`src/rtl/mem_arbiter.sv`:
```
// mem_arbiter: shares one memory port between instruction-fetch and data requesters
module mem_arbiter #(
  parameter int MAXWAIT = 15,
  parameter int STARVE  = 3
) (
  input  logic        clk,
  input  logic        reset,
  input  logic        i_req,
  input  logic [31:0] i_addr,
  output logic [31:0] i_rdata,
  output logic        i_ready,
  input  logic        d_req,
  input  logic        d_we,
  input  logic [31:0] d_addr,
  input  logic [31:0] d_wdata,
  output logic [31:0] d_rdata,
  output logic        d_ready,
  output logic        m_req,
  output logic        m_we,
  output logic [31:0] m_addr,
  output logic [31:0] m_wdata,
  input  logic [31:0] m_rdata,
  input  logic        m_ack,
  output logic        stall,
  output logic        err
);
  localparam int WW = $clog2(MAXWAIT + 1);
  localparam int SW = $clog2(STARVE + 1);
  typedef enum logic [1:0] {IDLE, I_BUSY, D_BUSY} state_t;
  state_t        r_state;
  logic [WW-1:0] r_wait_cnt;
  logic [SW-1:0] r_starve_cnt;
  logic          w_i_ok, w_d_ok, w_starved, w_pick_d, w_timeout;
  // a port whose ready is still high is finishing and must not be re-granted
  assign w_i_ok    = i_req & ~i_ready;
  assign w_d_ok    = d_req & ~d_ready;
  assign w_starved = r_starve_cnt == SW'(STARVE);
  assign w_pick_d  = w_d_ok & ~(w_i_ok & w_starved);
  assign w_timeout = r_wait_cnt == WW'(MAXWAIT - 1);
  assign stall     = (i_req & ~i_ready) | (d_req & ~d_ready);
  // arbitration FSM: grants latch the shared-port command, completion or timeout returns to IDLE
  always_ff @(posedge clk or negedge reset) begin
    if (!reset) begin
      r_state      <= IDLE;
      r_wait_cnt   <= '0;
      r_starve_cnt <= '0;
      m_req        <= 1'b0;
      m_we         <= 1'b0;
      m_addr       <= '0;
      m_wdata      <= '0;
      i_ready      <= 1'b0;
      d_ready      <= 1'b0;
      i_rdata      <= '0;
      d_rdata      <= '0;
      err          <= 1'b0;
    end else begin
      i_ready <= 1'b0;
      d_ready <= 1'b0;
      err     <= 1'b0;
      if (r_state == IDLE) begin
        if (w_pick_d) begin
          r_state      <= D_BUSY;
          m_req        <= 1'b1;
          m_we         <= d_we;
          m_addr       <= d_addr;
          m_wdata      <= d_wdata;
          r_wait_cnt   <= '0;
          r_starve_cnt <= !i_req ? '0 : w_starved ? r_starve_cnt : r_starve_cnt + SW'(1);
        end else if (w_i_ok) begin
          r_state      <= I_BUSY;
          m_req        <= 1'b1;
          m_we         <= 1'b0;
          m_addr       <= i_addr;
          m_wdata      <= '0;
          r_wait_cnt   <= '0;
          r_starve_cnt <= '0;
        end
      end else if (m_ack || w_timeout) begin
        r_state <= IDLE;
        m_req   <= 1'b0;
        err     <= ~m_ack;
        if (r_state == I_BUSY) begin
          i_ready <= 1'b1;
          i_rdata <= m_ack ? m_rdata : '0;
        end else begin
          d_ready <= 1'b1;
          if (!m_we) d_rdata <= m_ack ? m_rdata : '0;
        end
      end else begin
        r_wait_cnt <= r_wait_cnt + WW'(1);
      end
    end
  end
endmodule

```
`config.mk`:
```
export PLATFORM = sky130hd
export DESIGN_NAME = mem_arbiter
export DESIGN_NICKNAME = d
export VERILOG_FILES = /design/src/rtl/mem_arbiter.sv
export SDC_FILE = /design/constraint.sdc
export NUM_CORES = 1
export LEC_CHECK = 0
export ABC_AREA = 1
export CAP_MARGIN = 10
export CORE_MARGIN = 2
export CORE_UTILIZATION = 35
export DETAILED_ROUTE_END_ITERATION = 8
export PLACE_DENSITY = 0.68
export SLEW_MARGIN = 20
export SYNTH_ARGS = -nofsm -noshare
export SYNTH_HDL_FRONTEND = slang
export SYNTH_SLANG_ARGS = --single-unit
```
`constraint.sdc`:
```
create_clock -name clk -period 4 [get_ports clk]
set_input_delay 0.8 -clock clk [delete_from_list [all_inputs] [get_ports clk]]
set_output_delay 0.8 -clock clk [all_outputs]
set_load 0.05 [all_outputs]
```
==> results of run 1 <==
critical path, delay by kind of cell:
kind	cells	cell delay (ns)
buffers and inverters	2	1.42
and+or+nand+nor	2	0.20
final timing paths:
path / from / slack [ns] / to / cells after the start
setup / recovery: i_req / 0.77 / stall / 4
setup reg to reg: r_starve_cnt[0]$_DFFE_PN0P_ / 1.96 / m_wdata[1]$_DFFE_PN0P_ / 6
max in group asynchronous: reset / 2.63 / m_addr[25]$_DFFE_PN0P_ / 2
hold / removal: reset / 0.38 / d_rdata[16]$_DFFE_PN0P_ / 1
min in group clk: m_addr[10]$_DFFE_PN0P_ / 0.48 / m_addr[10]$_DFFE_PN0P_ / 2
hold reg to reg: m_addr[10]$_DFFE_PN0P_ / 0.48 / m_addr[10]$_DFFE_PN0P_ / 2
sequential cells by signal, indices dropped and copies added, names as in the netlist:
signal	count
d_rdata	32
i_rdata	32
m_addr	32
m_wdata	32
r_wait_cnt	4
r_starve_cnt	2
r_state	2
d_ready	1
err	1
i_ready	1
m_req	1
m_we	1
final cells by class:
type / instances / share of cell area (%)
Sequential cell: 141 / 36.9
Inverter: 44 / 1.78
Timing Repair Buffer: 272 / 28.5
Clock buffer: 19 / 4.73
Multi-Input combinational cell: 467 / 23.5
Clock inverter: 13 / 1.69
Tap cell: 225 / 2.94
cell families (layout without fill, tap and decap cells):
group           Yosys count  count (layout)  share of synthesized area [%]
simple gates            389             389                           28.0
flops                   141             141                           56.8
fa+ha+maj                 3               3                          0.605
xor+xnor                  2               2                          0.282
buf+inv                  83             348                           6.93
compound gates           73              73                           7.30
where the power goes:
group	internal [W]	total (W)	switching (W)
clock	0.00102	0.00164	0.000622
combinational	0.00166	0.00529	0.00363
sequential	0.00213	0.00252	0.000397
stage by stage:
step	hold slack (ns)	util (%)	instances
2_1_floorplan	0.457	-	691
3_3_place_gp	0.462	51.8	1149
3_5_place_dp	0.464	51.8	1149
4_1_cts	0.411	55.3	1181
5_1_grt	0.449	55.3	1181
6_report	0.381	55.3	1181
cell usage in the layout, fill, tap and decap left out, types with 2 or more instances in the layout:
cell	n
inv_4	2
inv_2	4
nand2_1	300
nand3_1	41
nand2_4	4
bufinv_16	3
clkbuf_16	17
xnor2_1	2
nand3b_1	31
clkinvlp_4	4
clkdlybuf4s50_1	266
buf_4	4
clkbuf_8	2
clkinv_2	3
o21ai_0	17
o21ai_2	23
dfrtp_1	141
o21ai_1	32
nand3_4	2
nand2_2	3
inv_1	38
ha_1	3
inv_6	3
nor2_1	3
per-layer routing:
metal	wire length [um]	GRT usage, %
met1	7380	23.1
met2	7890	30.0
met3	1780	7.40
met4	327	7.27
met5	0	0
==> results, run 1 <==
- The flow ran to the end, and the final reports show no timing, DRC or antenna violations.
- The completed layout was analyzed and its total power is 0.00945 W.
- TritonCTS built the clock tree.
- For this design, the sink count on the clock tree is 141.
- The class of the tightest hold or removal check is input pin to asynchronous set/reset pin.
- The critical path goes through clkdlybuf4s50_1, nand2_2, nand2_4, clkdlybuf4s50_1.
- After clock tree synthesis, the flow added hold-fix buffers numbering 0.
- After filler insertion, the fill cell instance count of the layout stands at 1630.
- STA classifies the critical path startpoint as an input pin.
- For this run, the total global-route usage over all layers was measured as 18.9%.
- In this run the worst path has a maximum fanout of 5.
- Summed over all cells, the static leakage comes to 4.49 nW.
- Once the floorplan was initialized, standard cells occupied 35.9% of the core.
- The net count of the finished layout is 1080.
- The top-level I/O count is 268.
- The routed via count divided by cell count is 4.56.
- After routing the design area is 9570 um^2.
- Summed over all nets, the half-perimeter wirelength after detailed placement is 11800 um.
- In this run the cell area measured after placement is 8950 um^2.
- The count of state elements after synthesis is 141.
- The H-tree depth is 4.
- The number of global-route vias before repair came to 5109.
- The time the final worst path needs with I/O delays and setup is 3.23 ns.
- Summed over its instances, the top area cell type makes up 56.8% of the synthesized netlist area.
- The global placer's final weighted congestion is 0.724.
- On the critical path, the stage with the largest delay is an instance of clkdlybuf4s50_1.
- Compared with the post-synthesis result, the final layout area differs by 54.1%.
- The total setup buffers inserted after CTS is 0.
- The initial antenna violation count is 0.
- The first global-routing pass estimated 27200 um of wire.
- The total of cells resized after clock tree synthesis is 0.
- Clock tree synthesis inserted a total of 17 buffers.
- The total via count in the routed design is 5391.
- Setup repair after global routing left no endpoint under its margin.
- After detailed routing, the total wire length is 17400 um.
- The number of DRC violations after detailed-routing iteration 0 is 221.
- The total power divided by cell area is 988 nW/um^2.
- The maximum frequency from static timing analysis is 0.310 GHz.
- The worst clock skew on the final layout is 0.00468 ns.
- The summed instance area of the synthesized netlist is 6210 um^2.
- The final-report max-slew violation count is 0.
- By area the synthesized netlist is led by dfrtp_1 57%, nand2_1 18%, nand3b_1 3.7%.
- The detail route stage leaves a number of antenna-violating nets equal to 0.
- The clock-pin slew on the worst setup and hold paths is 0.06 ns.
- IR analysis of the VDD net gives a maximum drop of 0.496 mV.
- The area occupied by multi-input gates is 2250 um^2.
- The gate count after technology mapping is 691.
- After synthesis, the mean cell area works out to 8.98 um^2.
- The data arrival at the endpoint of the critical path is 2.43 ns.
- The most used cell along the critical path is clkdlybuf4s50_1.
- The DRC violation count after routing is 0.
- The largest buffer count on any clock path is 2.
- The number of nets in the synthesized netlist is 828.
- The count of input and output buffers is 267.
- The placeable core region is 17300 um^2.
- In this run the vertical extent of the chip is 137 um.
- In the final timing run, aggregate negative setup slack is 0 ns.
- The most frequent cell after synthesis is nand2_1.
- The setup path with the least slack is of type input pin to output port.
- The final-report hold violation count was 0.
- The setup slack after placement is 0.758 ns.
- At the later pin of the worst-skew pair, clock insertion delay measures 0.41 ns.
- The worst slew slack as a fraction of its limit is 47.3%.
- The maximum number of pins on one net before global-route repair is 75.
- Counting flops with an async set or reset pin after synthesis yields a share of 100%.
- For this run, the slowest stage of the critical path takes 0.83 ns.
- CTS placed an instance of clkbuf_16 at the clock tree root.
- The overflow left after global routing is 0.
- After synthesis, flip-flops and latches occupy 56.8% of the total area.
- The fraction of layout cells with a size suffix above 1 is 8.37%.
- The max-cap check violation count is 0.
- The final routed wire length divided by cell count is 14.7 um.
- The number of iterations in the first detailed-routing pass is 4.
- STA classifies the critical path endpoint as an output port.
- The floorplan row count is 48.
- In the post-route analysis, the smallest setup slack over all paths is 0.772 ns.
- The portion of the clock cycle consumed by the worst path in the final layout is 80.7%.
- The count of distinct cell types in the synthesized netlist is 26.
- The number of antenna diodes in the final layout is 0.
- Measured along the x axis, the die boundary spans 137 um.
- The actual slew at the worst max-slew pin is 0.788 ns.
- The Yosys step of the flow raised 0 warnings.
- Summing all flip-flop and latch instances after layout gives 3530 um^2.
- The commonest cells after synthesis are 300 x nand2_1, 141 x dfrtp_1, 41 x nand3_1.
- The most frequently used flop master after synthesis is dfrtp_1.
- The count of flip-flops with a built-in enable after synthesis is 0.
- The area enclosed by the die boundary is 18800 um^2.
- The number of setup violations in the final report is 0.
- The data required time of the critical path is 3.20 ns.
- Summed over all instances, the cell type with the most area after synthesis is dfrtp_1.
No activity file was read; power rests on OpenSTA's default activity.
==> inputs of run 2 (changes only) <==
==> constraint.sdc (replaced) <==
create_clock -name clk -period 3.1 [get_ports clk]
set_input_delay 0.62 -clock clk [delete_from_list [all_inputs] [get_ports clk]]
set_output_delay 0.62 -clock clk [all_outputs]
set_load 0.05 [all_outputs]
==> run 2 against run 1 <==
  * Critical endpoint is now d_ready
  * Hold slack got worse by 0.23 ns
  * Sequential share of layout area up 0.12 points
  * Via count is 1.7% higher
  * Power rose by 27%
==> results, run 2 (synthesis results as in run 1) <==
- Outcome: completed (unchanged).
- The sequential group share of total power is 27.2% (was 26.7%).
- The global routing usage on met1 is 23.4% (was 23.1%).
- The width of the chip is 137 um (unchanged).
- Leading cell types in the layout, fill and taps excluded: 300 x nand2_1, 265 x clkdlybuf4s50_1, 141 x dfrtp_1 (was 300 x nand2_1, 266 x clkdlybuf4s50_1, 141 x dfrtp_1).
- The fraction of layout cells with a size suffix above 1 is 8.65% (was 8.37%).
- The worst stage delay on the critical path was 0.89 ns (was 0.83 ns).
- The number of setup violations in the final report is 0 (unchanged).
- The gate family responsible for the most delay along the worst path is buffers and inverters (unchanged).
- The area enclosed by the die boundary is 18800 um^2 (unchanged).
- The most common cell after layout, fill and taps aside is nand2_1 (unchanged).
- The max-cap check violation count is 0 (unchanged).
- The number of global-route vias before repair is 5316 (was 5109).
- The starting utilization of the core area is 35.9% (unchanged).
- The initial antenna violation count was 0 (unchanged).
- The clock group share of total power is 15.8% (was 17.3%).
- The final routed wire length divided by cell count is 14.5 um (was 14.7 um).
- The post-placement cell area is 8980 um^2 (was 8950 um^2).
- The global placer's final weighted congestion came to 0.777 (was 0.724).
- Setup repair after global routing missed its margin: no (unchanged).
- The top-level I/O count is 268 (unchanged).
- The cell with the biggest individual delay on the critical path was clkdlybuf4s50_1 (unchanged).
- Sequence of cells on the critical path: clkdlybuf4s50_1 (was clkdlybuf4s50_1, nand2_2, nand2_4, clkdlybuf4s50_1).
- The H-tree depth was 4 (unchanged).
- The cell internal power dissipation is 0.00600 W (was 0.00481 W).
- The data required time of the critical path is 2.48 ns (was 3.20 ns).
- The net switching power came to 0.00598 W (was 0.00464 W).
- The floorplan row count is 48 (unchanged).
- The worst hold slack is 0.151 ns (was 0.381 ns).
- The worst clock skew on the final layout is 0.00591 ns (was 0.00468 ns).
- The final-report hold violation count is 0 (unchanged).
- The fraction of met2 tracks used by global routing is 30.1% (was 30.0%).
- The post-route standard cell area excluding fillers is 9540 um^2 (was 9570 um^2).
- Timing would allow up to 0.416 GHz.
- The cell chosen for the clock root is clkbuf_16 (unchanged).
- The total of cells resized after clock tree synthesis is 0 (unchanged).
- The worst slew slack as a fraction of its limit came to 51.7% (was 47.3%).
- The kind of capture point of the worst setup path is an output port (unchanged).
- The critical path launch point type is a register (was input pin).
- The routed wire length is 17200 um (was 17400 um).
- The remaining antenna violation count came to 0 (unchanged).
- The maximum number of pins on one net before global-route repair is 71 (was 75).
- The total power divided by cell area came to 1260 nW/um^2 (was 988 nW/um^2).
- The setup TNS is 0 ns (unchanged).
- The data arrival at the endpoint of the critical path is 1.79 ns (was 2.43 ns).
- The layout overhead on the synthesized area was 53.6% (was 54.1%).
- The count of input and output buffers is 267 (unchanged).
- The global router's overall resource usage is 18.8% (was 18.9%).
- The final critical path takes up 77.6% of the cycle.
- The count of hold-fix buffers inserted at cts is 0 (unchanged).
- The least setup slack across all paths after layout is 0.694 ns (was 0.772 ns).
- The worst setup path category is register to output port (was input pin to output port).
- The clock latency on the worst-skew pair was 0.41 ns (about the same).
- The number of fill cells in the layout came to 1648 (was 1630).
- The number of iterations in the first detailed-routing pass came to 4 (unchanged).
- The first-pass GRT wire length was 27300 um (was 27200 um).
- The portion of total power attributed to combinational logic is 57.0% (was 56.0%).
- The DRC violation count after routing is 0 (unchanged).
- The maximum fanout along the worst path is 3 (was 5).
- The clock-pin slew on the worst setup and hold paths is 0.06 ns (about the same).
- The actual slew at the worst max-slew pin is 0.724 ns (was 0.788 ns).
- The number of clock sinks came to 141 (unchanged).
- The placeable core region is 17300 um^2 (unchanged).
- The largest buffer count on any clock path is 2 (unchanged).
- The net count of the finished layout is 1083 (was 1080).
- The clock buffer count from CTS came to 17 (unchanged).
- The placed wire-length estimate after detailed placement came to 12000 um (was 11800 um).
- The global-route track usage on met3 was 6.44% (was 7.40%).
- The leakage component of the power was 4.47 nW (was 4.49 nW).
- The number of diodes is 0 (unchanged).
- The number of DRC violations after detailed-routing iteration 0 is 231 (was 221).
- The switching power as a share of total power is 49.9% (was 49.1%).
- The routed via count divided by cell count came to 4.63 (was 4.56).
- The final-report max-slew violation count was 0 (unchanged).
- The maximum VDD drop is 0.686 mV (was 0.496 mV).
- The total buffers and inverters traversed by the critical path came to 1 (was 2).
- The setup slack after placement came to 0.639 ns (was 0.758 ns).
- The total setup buffers inserted after CTS is 0 (unchanged).
- The worst path needs 2.41 ns of the cycle, external delays included.
- The class of the tightest hold or removal check is input pin to asynchronous set/reset pin (unchanged).
- The overflow left after global routing is 0 (unchanged).
- The total via count in the routed design was 5485 (was 5391).
- The peak-usage layer in the global routing report is met2 (unchanged).
- The die height is 137 um (unchanged).
- The clock tree from TritonCTS is done (unchanged).
run 2: cell types whose count changed in the layout (fill, tap and decap cells not counted), moves of 2 or more:
cell       before  now
buf_4           4    7
clkinv_4        0    3
bufinv_16       3    1
clkbuf_8        2    0
inv_6           3    1
run 2: power by group through the flow:
stage | Sequential (W) | Clock (W) | Combinational (W)
final | 0.00326 | 0.00189 | 0.00683
after global routing | 0.00337 | 0.00202 | 0.00724
after CTS | 0.00327 | 0.00194 | 0.00690
after detailed placement | 0.00328 | 0 | 0.00689
after global placement | 0.00326 | 0 | 0.00683
after floorplan | 0.00623 | 0 | 0.00161
run 2: layer usage:
metal  up-vias  routed length, um
li1       2688                  -
met1      2562               7200
met2       214               8090
met3        21               1640
met4         0                294
met5         -                  0
run 2: area by class of cell:
type	count	area (um^2)	share of cell area, %
inverter	44	170	1.78
tap	225	282	2.95
multi-input combinational	467	2250	23.6
clock inverter	14	123	1.29
sequential	141	3530	37.0
timing repair buffer	275	2760	28.9
clock buffer	18	429	4.50
run 2: final timing paths:
kind / start / endpoint / slack [ns] / cells after the start
setup / recovery: d_ready$_DFF_PN0_ / d_ready / 0.69 / 1
hold / removal: reset / d_rdata[10]$_DFFE_PN0P_ / 0.15 / 1
setup reg to reg: r_wait_cnt[0]$_DFFE_PN0P_ / d_rdata[21]$_DFFE_PN0P_ / 1.18 / 7
hold reg to reg: m_wdata[9]$_DFFE_PN0P_ / m_wdata[9]$_DFFE_PN0P_ / 0.48 / 2
max in group asynchronous: reset / m_addr[8]$_DFFE_PN0P_ / 2.21 / 2
min in group clk: m_wdata[9]$_DFFE_PN0P_ / m_wdata[9]$_DFFE_PN0P_ / 0.48 / 2
run 2: through the flow:
step	cells	utilization (%)	power, W
after floorplan	691	-	0.00784
after detailed placement	1152	51.9	0.0102
final	1184	55.1	0.0120
after global routing	1184	55.1	0.0126
after CTS	1184	55.1	0.0121
after global placement	1152	51.9	0.0101
==> inputs of run 3 (changes only) <==
--- a/config.mk
+++ b/config.mk
@@ -10,7 +10,7 @@
 export CORE_MARGIN = 2
 export CORE_UTILIZATION = 35
 export DETAILED_ROUTE_END_ITERATION = 8
-export PLACE_DENSITY = 0.68
+export PLACE_DENSITY = 0.71
 export SLEW_MARGIN = 20
 export SYNTH_ARGS = -nofsm -noshare
 export SYNTH_HDL_FRONTEND = slang
==> constraint.sdc (replaced) <==
create_clock -name clk -period 1.93 [get_ports clk]
set_input_delay 0.386 -clock clk [delete_from_list [all_inputs] [get_ports clk]]
set_output_delay 0.386 -clock clk [all_outputs]
set_load 0.05 [all_outputs]
==> run 3 against run 2 <==
  * Hold slack better by 0.32 ns
  * Setup slack lost 0.51 ns
  * Sequential power increased by 60%
  * Register-to-register slack worse by 0.81 ns
  * Power grew 55%
  * Routed wire length grew 0.54%
  * Non-clock buffer count grew 10
  * Die area stayed put
  * Final cell count grew 0.84%
  * Sequential share of layout area up 0.30 points
  * Critical path type is now input pin to output port
  * Critical endpoint is now stall
  * Largest power group unchanged
==> results, run 3 (synthesis results as in run 1) <==
- The post-route standard cell area excluding fillers is 9460 um^2 (was 9540 um^2).
- The routed via count divided by cell count is 4.58 (was 4.63).
- The placed cell count is 1161 (was 1152).
- The critical path launch point type is an input pin (was register).
- The area occupied by registers is 3530 um^2 (unchanged).
- The number of clock sinks is 141 (unchanged).
- The register-to-register path setup slack is 0.37 ns (was 1.18 ns).
- Timing would allow up to 0.573 GHz.
- The startpoint identified for the worst hold timing path is m_wdata[12]$_DFFE_PN0P_.
- The worst slew slack as a fraction of its limit is 65.7% (was 51.7%).
- The largest buffer count on any clock path came to 2 (unchanged).
- The worst clock skew on the final layout is 0.00783 ns (was 0.00591 ns).
- The number of diodes is 0 (unchanged).
- The DRC violation count after routing is 0 (unchanged).
- The placed wire-length estimate after detailed placement came to 12300 um (was 12000 um).
- The worst stage delay on the critical path is 0.61 ns (was 0.89 ns).
- The data required time of the critical path is 1.54 ns (was 2.48 ns).
- The final-report hold violation count was 0 (unchanged).
- The overflow left after global routing was 0 (unchanged).
- The final cell count without fillers is 1194 (was 1184).
- The kind of capture point of the worst setup path is an output port (unchanged).
- The net count of the finished layout is 1093 (was 1083).
- The remaining antenna violation count is 0 (unchanged).
- The top-level I/O count is 268 (unchanged).
- The worst setup path category is input pin to output port (was register to output port).
- The die height came to 137 um (unchanged).
- The number of global-route vias before repair is 5433 (was 5316).
- The setup TNS came to 0 ns (unchanged).
- The global placer's final weighted congestion is 0.794 (was 0.777).
- The cell with the biggest individual delay on the critical path was clkdlybuf4s50_1 (unchanged).
- The clock-pin slew on the worst setup and hold paths came to 0.06 ns (about the same).
- The routed wire length is 17300 um (was 17200 um).
- The cell count of the worst reg-to-reg path was 7 (unchanged).
- The layout overhead on the synthesized area is 52.4% (was 53.6%).
- Leading cell types in the layout, fill and taps excluded: 300 x nand2_1, 141 x dfrtp_1, 132 x clkdlybuf4s50_1 (was 300 x nand2_1, 265 x clkdlybuf4s50_1, 141 x dfrtp_1).
- The count of input and output buffers is 267 (unchanged).
- Sequence of cells on the critical path: clkdlybuf4s50_1, nand2_2, nand2_4, buf_12 (was clkdlybuf4s50_1).
- The maximum number of pins on one net before global-route repair is 65 (was 71).
- The cell chosen for the clock root is clkbuf_16 (unchanged).
- The actual slew at the worst max-slew pin came to 0.516 ns (was 0.724 ns).
- The fraction of layout cells with a size suffix above 1 is 15.0% (was 8.65%).
- The path with the worst hold slack has its endpoint at m_wdata[12]$_DFFE_PN0P_.
- The maximum VDD drop is 1.02 mV (was 0.686 mV).
- The floorplan row count is 48 (unchanged).
- The total via count in the routed design is 5470 (was 5485).
- The most common cell after layout, fill and taps aside is nand2_1 (unchanged).
- In the finished design, the share of the clock period the worst path needs comes to 90.5%.
- The maximum fanout along the worst path is 5 (was 3).
- The area enclosed by the die boundary is 18800 um^2 (unchanged).
- The worst hold path depth is 2.
- The capture instance of the worst register-to-register path is i_rdata[18]$_DFFE_PN0P_ (was d_rdata[21]$_DFFE_PN0P_).
- The clock period could shrink to 1.75 ns.
- The clock latency on the worst-skew pair came to 0.41 ns (about the same).
- Outcome: completed (unchanged).
- The data arrival at the endpoint of the critical path is 1.36 ns (was 1.79 ns).
- The H-tree depth is 4 (unchanged).
- The clock buffer count from CTS was 17 (unchanged).
- The post-placement cell area was 9000 um^2 (was 8980 um^2).
- The first-pass GRT wire length came to 27600 um (was 27300 um).
- The leakage component of the power came to 4.88 nW (was 4.47 nW).
- The max-cap check violation count is 0 (unchanged).
- The number of iterations in the first detailed-routing pass is 4 (unchanged).
- The number of fill cells in the layout is 1613 (was 1648).
- The initial antenna violation count came to 0 (unchanged).
- The final-report max-slew violation count is 0 (unchanged).
- The final routed wire length divided by cell count was 14.5 um (about the same).
- The class of the tightest hold or removal check is register to register (was input pin to asynchronous set/reset pin).
- The placeable core region was 17300 um^2 (unchanged).
- The number of setup violations in the final report is 0 (unchanged).
- The global router's overall resource usage was 18.8% (about the same).
- The width of the chip is 137 um (unchanged).
- The clock tree from TritonCTS is done (unchanged).
- The number of DRC violations after detailed-routing iteration 0 is 275 (was 231).
- The reg-to-reg startpoint was r_wait_cnt[0]$_DFFE_PN0P_ (unchanged).
- The starting utilization of the core area is 35.9% (unchanged).
- The total power divided by cell area came to 1970 nW/um^2 (was 1260 nW/um^2).
- Setup repair after global routing missed its margin: no (unchanged).
- The area occupied by multi-input gates is 2250 um^2 (unchanged).
-- run 3: power by group --
group	internal, W	switching [W]	leakage (nW)
logic	0.00281	0.00754	2.81
clock network	0.00168	0.00137	0.262
registers	0.00440	0.000814	1.81
total	0.00890	0.00972	4.88
-- run 3: how the worst max path moves through the flow --
stage	start	endpoint	slack, ns	depth (start not counted)
global placement	i_req	m_addr[22]$_DFFE_PN0P_	0.09	7
detailed placement	i_req	m_addr[23]$_DFFE_PN0P_	0.06	7
CTS	i_req	stall	0.19	4
global route	i_req	stall	0.15	4
floorplan	i_ready$_DFF_PN0_	m_addr[10]$_DFFE_PN0P_	0.36	8
finish	i_req	stall	0.18	4
-- run 3: timing repair --
item                                    in CTS  in global routing
hold endpoints to repair                    45                  0
gates resized for setup                     81                  0
endpoints found under the setup margin      81                  0
hold buffers                                 1                  0
setup buffers                                0                  0
-- run 3: metal layers --
layer	global-route usage (%)	wire (um)	vias up
li1	-	-	2713
met1	23.9	7450	2511
met2	30.0	8040	222
met3	5.92	1500	24
met4	6.76	334	0
met5	0	0	-
-- run 3: cell type report --
type / instances / share of cell area [%]
clock inverter: 15 / 1.35
timing repair buffer: 285 / 28.3
multi-input combinational: 467 / 23.8
sequential: 141 / 37.3
clock buffer: 17 / 4.50
inverter: 44 / 1.80
tap: 225 / 2.98
-- run 3: critical path, delay by kind of cell --
family,cells,cell delay (ns)
buffers and inverters,2,0.75
and+or+nand+nor,2,0.21
-- run 3: per-stage QoR --
| step | hold slack [ns] | utilization, % | total power [W] | setup slack (ns) |
|---|---|---|---|---|
| floorplan | 0.0904 | - | 0.0126 | 0.356 |
| global placement | 0.365 | 52.0 | 0.0162 | 0.0898 |
| detailed placement | 0.362 | 52.0 | 0.0163 | 0.0550 |
| CTS | 0.477 | 54.7 | 0.0188 | 0.185 |
| global route | 0.492 | 54.7 | 0.0197 | 0.149 |
| finish | 0.470 | 54.7 | 0.0186 | 0.184 |
